## src/rtl/uart_pkg.sv

```systemverilog
// Shared UART definitions: frame FSM encoding, parity modes and the parity-bit helper.
package uart_pkg;

  typedef enum logic [2:0] {
    IDLE,
    START,
    DATA,
    PARITY,
    STOP,
    BREAK_WAIT
  } state_t;

  localparam int PARITY_NONE = 0;
  localparam int PARITY_ODD  = 1;
  localparam int PARITY_EVEN = 2;

  localparam int PAR_MAX_W = 16;

  // Callers zero-extend narrower data; extra zeros leave the XOR unchanged.
  function automatic logic parity_bit(input logic [PAR_MAX_W-1:0] data, input int mode);
    return (^data) ^ (mode == PARITY_ODD);
  endfunction

endpackage

```

## src/rtl/uart_bit_sampler.sv

```systemverilog
// Line synchroniser, per-bit timer and 3-sample majority vote around the bit centre.
module uart_bit_sampler #(
  parameter int CLKS_PER_BIT = 55
) (
  input  logic clk,
  input  logic rst_n,
  input  logic rx_in,
  input  logic en,
  input  logic clr,
  output logic rxs,
  output logic bit_done,
  output logic bit_end,
  output logic bit_val
);

  localparam int CW  = $clog2(CLKS_PER_BIT);
  localparam int MID = CLKS_PER_BIT / 2;
  localparam logic [CW-1:0] CNT_LAST = CW'(CLKS_PER_BIT - 1);
  localparam logic [CW-1:0] CNT_S0   = CW'(MID - 1);
  localparam logic [CW-1:0] CNT_S1   = CW'(MID);
  localparam logic [CW-1:0] CNT_VOTE = CW'(MID + 1);

  logic          meta;
  logic [CW-1:0] bit_cnt;
  logic          s0, s1;

  always_ff @(posedge clk or negedge rst_n) begin
    if (!rst_n) begin
      meta <= 1'b1;
      rxs  <= 1'b1;
    end else begin
      meta <= rx_in;
      rxs  <= meta;
    end
  end

  // Counter idles at 0, so the start-detect cycle is cycle 0 of the start bit.
  always_ff @(posedge clk or negedge rst_n) begin
    if (!rst_n)                                  bit_cnt <= '0;
    else if (clr || !en || bit_cnt == CNT_LAST)  bit_cnt <= '0;
    else                                         bit_cnt <= bit_cnt + CW'(1);
  end

  always_ff @(posedge clk or negedge rst_n) begin
    if (!rst_n) begin
      s0 <= 1'b1;
      s1 <= 1'b1;
    end else begin
      if (en && bit_cnt == CNT_S0) s0 <= rxs;
      if (en && bit_cnt == CNT_S1) s1 <= rxs;
    end
  end

  // Third sample is the live rxs, so the vote resolves in the MID+1 cycle itself.
  assign bit_val  = (s0 & s1) | (s0 & rxs) | (s1 & rxs);
  assign bit_done = en && (bit_cnt == CNT_VOTE);
  assign bit_end  = en && (bit_cnt == CNT_LAST);

endmodule

```

## src/rtl/uart_rx_param.sv

```systemverilog
// Parametrised UART receiver: frame FSM, data shift register and parity/framing/break flags.
module uart_rx_param
  import uart_pkg::*;
#(
  parameter int CLKS_PER_BIT = 55,
  parameter int DATA_BITS    = 8,
  parameter int PARITY_MODE  = 0,
  parameter int STOP_BITS    = 1
) (
  input  logic                 clk,
  input  logic                 rst_n,
  input  logic                 rx_in,
  output logic [DATA_BITS-1:0] rx_byte,
  output logic                 rx_valid,
  output logic                 rx_parity_err,
  output logic                 rx_frame_err,
  output logic                 rx_break,
  output logic                 rx_busy
);

  localparam int IW      = $clog2(DATA_BITS) + 1;
  localparam bit HAS_PAR = (PARITY_MODE != PARITY_NONE);
  localparam logic [IW-1:0] DATA_END  = IW'(DATA_BITS);
  localparam logic [IW-1:0] STOP_LAST = IW'(STOP_BITS - 1);

  state_t               state;
  logic [IW-1:0]        bit_idx;
  logic [DATA_BITS-1:0] shreg;
  logic                 par_bit, par_err, frm_err;
  logic                 rxs, bit_done, bit_end, bit_val;
  logic                 en, clr, last_stop, brk;

  assign last_stop = (bit_idx == STOP_LAST);
  assign en  = (state == IDLE && !rxs) || state == START || state == DATA ||
               state == PARITY || state == STOP;
  assign clr = bit_done && ((state == START && bit_val) || (state == STOP && last_stop));
  assign brk = (shreg == '0) && !par_bit && !bit_val;

  uart_bit_sampler #(.CLKS_PER_BIT(CLKS_PER_BIT)) u_sampler (
    .clk      (clk),
    .rst_n    (rst_n),
    .rx_in    (rx_in),
    .en       (en),
    .clr      (clr),
    .rxs      (rxs),
    .bit_done (bit_done),
    .bit_end  (bit_end),
    .bit_val  (bit_val)
  );

  always_ff @(posedge clk or negedge rst_n) begin
    if (!rst_n) begin
      state         <= IDLE;
      bit_idx       <= '0;
      shreg         <= '0;
      par_bit       <= 1'b0;
      par_err       <= 1'b0;
      frm_err       <= 1'b0;
      rx_byte       <= '0;
      rx_valid      <= 1'b0;
      rx_parity_err <= 1'b0;
      rx_frame_err  <= 1'b0;
      rx_break      <= 1'b0;
      rx_busy       <= 1'b0;
    end else begin
      rx_valid <= 1'b0;
      case (state)
        IDLE: if (!rxs) begin
          state   <= START;
          rx_busy <= 1'b1;
          bit_idx <= '0;
          par_bit <= 1'b0;
          par_err <= 1'b0;
          frm_err <= 1'b0;
        end
        START: begin
          if (bit_done && bit_val) begin
            state   <= IDLE;
            rx_busy <= 1'b0;
          end else if (bit_end) begin
            state <= DATA;
          end
        end
        DATA: begin
          if (bit_done) begin
            shreg   <= {bit_val, shreg[DATA_BITS-1:1]};
            bit_idx <= bit_idx + IW'(1);
          end
          if (bit_end && bit_idx == DATA_END) begin
            bit_idx <= '0;
            state   <= HAS_PAR ? PARITY : STOP;
          end
        end
        PARITY: begin
          if (bit_done) begin
            par_bit <= bit_val;
            par_err <= bit_val != parity_bit(PAR_MAX_W'(shreg), PARITY_MODE);
          end
          if (bit_end) state <= STOP;
        end
        STOP: if (bit_done) begin
          if (!last_stop) begin
            frm_err <= frm_err | ~bit_val;
            bit_idx <= bit_idx + IW'(1);
          end else begin
            // Leave mid-bit so a start edge right after the stop bit is not missed.
            rx_valid      <= 1'b1;
            rx_byte       <= shreg;
            rx_parity_err <= par_err;
            rx_frame_err  <= frm_err | ~bit_val;
            rx_break      <= brk;
            bit_idx       <= '0;
            if (!rxs && brk) begin
              state <= BREAK_WAIT;
            end else begin
              state   <= IDLE;
              rx_busy <= 1'b0;
            end
          end
        end
        BREAK_WAIT: if (rxs) begin
          state   <= IDLE;
          rx_busy <= 1'b0;
        end
        default: begin
          state   <= IDLE;
          rx_busy <= 1'b0;
        end
      endcase
    end
  end

endmodule

```

## config.mk

```make
export PLATFORM = sky130hd
export DESIGN_NAME = uart_rx_param
export DESIGN_NICKNAME = d
export VERILOG_FILES = /design/src/rtl/uart_pkg.sv /design/src/rtl/uart_bit_sampler.sv /design/src/rtl/uart_rx_param.sv
export SDC_FILE = /design/constraint.sdc
export NUM_CORES = 1
export LEC_CHECK = 0
export BUFFER_PORTS_ARGS = -buffer_cell sky130_fd_sc_hd__buf_2
export CAP_MARGIN = 30
export CELL_PAD_IN_SITES_DETAIL_PLACEMENT = 0
export CELL_PAD_IN_SITES_GLOBAL_PLACEMENT = 2
export CORE_ASPECT_RATIO = 1.25
export CORE_MARGIN = 2
export CORE_UTILIZATION = 35
export DETAILED_ROUTE_END_ITERATION = 6
export GPL_ROUTABILITY_DRIVEN = 1
export PLACE_DENSITY = 0.74
export SLEW_MARGIN = 20
export SYNTH_ARGS = -nofsm -noshare
export SYNTH_HDL_FRONTEND = slang
export SYNTH_SLANG_ARGS = --single-unit
```

## constraint.sdc

```tcl
create_clock -name clk -period 1.9 [get_ports clk]
set_clock_uncertainty 0.1 [all_clocks]
set_input_delay 0.38 -clock clk [delete_from_list [all_inputs] [get_ports clk]]
set_output_delay 0.38 -clock clk [all_outputs]
set_load 0.03 [all_outputs]
```

==> run metrics <==
synthesis-to-finish area growth 32.57%; core area 6086 µm²; vias in the first global route 1799; combinational share of power 31.6%; DRT iter0 DRCs 54; slew margin rel. 65.83%; die area 6863 µm²; Routed wire per std cell 14.00 µm; clk root buf clkbuf_8; Final Critical Period 1.943 ns; H-tree depth 2; vias per cell 4.867; first-pass GRT wire length 8376 µm; ys async rst share 100.0%; # diodes 0; layout cells sized above 1 38.29%; met2 Usage GRT 26.99%; Avg Cell Area, Syn 10.21 µm²; Worst path slowest cell dfrtp_1; initial antenna violation count 0; EDFF count, synth 0; final std cells w/o fill 354; Setup Crit Path Kind flip-flop to flip-flop; Syn Nets 225; area of the multi-input gates 1139 µm²; WP data arrival 2.03 ns; violated checks negative setup slack; sw power 0.9058 mW; first drt pass iteration count 4; GRT Total Usage 15.90%; CTS Buf Count 5; largest net degree at the start of global routing 23; Initial Util 35.73%; Peak VDD IR 0.4450 mV; io pins 16; Final nets 280; Final Hold Viols 0; Port Buffers 15; endpoints failing setup 14; switching share of power 33.31%; drt drc 0; post-synthesis sequential area ratio 47.41%; Crit Path Max Fanout 6; Routed Antenna Nets 0; unrepaired setup endpoints after global routing true; final period utilization 102.3%; clk slew on worst S/H paths 0.09 ns; met1 Track Usage GR 19.37%; crit start category flip-flop; Clk Latency, worst-skew pair 0.30 ns; Clock power frac 26.9%; CTS tree done; max incr delay on CP 0.39 ns; Seq cells post-synth 41; clk buf depth 2; gate count of the mapped netlist 213; layer with the highest usage met2; Yosys Warn Count 0; RD Place Congestion 0.7683; commonest non-fill, non-tap cells in the layout 35 x dfrtp_1, 35 x buf_4, 21 x nand2_1, 17 x nor2_1, 15 x buf_2; Pint 1.814 mW; Routed WL 4956 µm; Power Density 943.4 nW/µm²; LEAKAGE 1.287 nW; Main synth FF type dfrtp_1; FMAX 514.5 MHz; CTS Sinks 41; Worst Tran Pin Value 0.5125 ns; WP buf/inv 3; Chip Height 92.13 µm; M3 GR Usage 3.077%; Final HPWL DP 3516 µm; crit end category flip-flop; Setup TNS Final -0.3199 ns; outcome complete, but fails checks; Seq pwr share 41.5%; GRT Residual Overflow 0; vias 1723; register area 1033 µm²; Critical Path, Cell by Cell inv_1 > ha_2 > nand2b_4 > or2_4 > nor3_4 > buf_12 > buf_8 > mux2_1; Top delay family on crit path simple AND/OR/NAND/NOR gates; Mapped Area 2175 µm²; design area 2883 µm²; maxcap violations 0; Cells after DPL 338; Die Span X 74.50 µm; Final WS setup -0.04347 ns; worst min path class input pin to flip-flop; Layout fillers 616; Final Max Slew Viols 0; # rows 32; Cell variety after synth 55; dpl cell area 2576 µm²; Worst Path Required 1.99 ns
-- repair_timing --
action	4_1_cts	5_1_grt
hold buffers	1	0
endpoints found under the hold margin	19	0
pin swaps	5	6
setup endpoints to repair	6	23
buffers inserted	5	2
gates resized for setup	5	25
-- worst paths after layout --
| path | slack, ns | depth (start not counted) | to | startpoint |
|---|---|---|---|---|
| setup / recovery | -0.04 | 8 | rx_byte[4]$_DFFE_PN0P_ | bit_idx[0]$_DFFE_PN0P_ |
| hold / removal | 0.08 | 1 | u_sampler.meta$_DFF_PN1_ | rx_in |
| setup reg to reg | -0.04 | 8 | rx_byte[4]$_DFFE_PN0P_ | bit_idx[0]$_DFFE_PN0P_ |
| hold reg to reg | 0.26 | 0 | u_sampler.rxs$_DFF_PN1_ | u_sampler.meta$_DFF_PN1_ |
| max in group asynchronous | 0.60 | 3 | u_sampler.s1$_DFFE_PN1P_ | rst_n |
| min in group asynchronous | 0.48 | 2 | rx_valid$_DFF_PN0_ | rst_n |
-- worst register-to-register path: cells and delay by family (launching register included) --
kind	cells	cell delay (ns)
buffers and inverters	3	0.32
DFF	1	0.39
adders and majority gates	1	0.20
and+or+nand+nor	3	0.49
muxes	1	0.32
-- registers in the layout (all words and copies together), names as in the netlist --
name               flops
frm_err                1
rx_parity_err          1
shreg                  8
u_sampler.rxs          1
u_sampler.meta         1
u_sampler.s1           1
par_err                1
par_bit                1
rx_busy                1
u_sampler.bit_cnt      6
rx_valid               1
state                  3
rx_frame_err           1
bit_idx                4
rx_break               1
u_sampler.s0           1
rx_byte                8
-- final cells by class --
cell class	instances	share of cell area, %
multi-input cells	147	39.50
flip-flops and latches	41	35.85
repair buffers	56	14.76
well taps	85	3.689
clock buffers	5	2.387
inverters	17	2.214
clock inverters	3	1.606
-- synth_stat cells, types with 5 or more instances --
cell | n | area (µm²)
a21oi_1 | 5 | 25.02
clkbuf_1 | 5 | 18.77
dfrtp_1 | 37 | 925.9
ha_1 | 9 | 112.6
inv_1 | 16 | 60.06
mux2_1 | 7 | 78.83
mux2_2 | 6 | 67.56
nand2_1 | 21 | 78.83
nor2_1 | 22 | 82.58
o21ai_0 | 11 | 55.05
xnor2_1 | 6 | 52.55
-- cell families (layout without fill, tap and decap cells) --
| group | after synthesis | count (layout) | share of synthesized area (%) |
|---|---|---|---|
| adders and majority gates | 10 | 10 | 5.639 |
| muxes | 14 | 14 | 7.192 |
| AOI/OAI and AO/OA | 39 | 39 | 12.89 |
| and+or+nand+nor | 76 | 76 | 18.76 |
| DFF | 41 | 41 | 47.41 |
| xor gates and xnor gates | 8 | 8 | 3.222 |
| buffers and inverters | 25 | 81 | 4.891 |
-- layer usage --
layer / vias up / share of wire [%]
met5: - / 0
li1: 851 / -
met2: 23 / 51
met4: 0 / 2.0
met3: 7 / 2.4
met1: 842 / 45
-- power by group through the flow --
| stage | clock network [mW] | registers, mW | logic [mW] |
|---|---|---|---|
| floorplan | 0 | 1.12 | 0.455 |
| global placement | 0 | 1.13 | 0.787 |
| detailed placement | 0 | 1.14 | 0.787 |
| CTS | 0.755 | 1.12 | 0.802 |
| global route | 0.782 | 1.15 | 0.974 |
| finish | 0.732 | 1.13 | 0.858 |
-- per-stage QoR --
stage / utilization [%] / total power, mW / worst slack, ns / hold WS (ns)
final: 47.37 / 2.720 / -0.04347 / 0.07788
after global routing: 47.37 / 2.907 / -0.1187 / 0.07205
after CTS: 45.56 / 2.681 / -0.02475 / 0.06941
after detailed placement: 42.33 / 1.923 / -0.02684 / 0.2478
after global placement: 42.33 / 1.920 / 0.002850 / 0.2456
after floorplan: - / 1.576 / -0.01010 / -0.01559
Note: power is estimated with default switching activity, not from simulation.
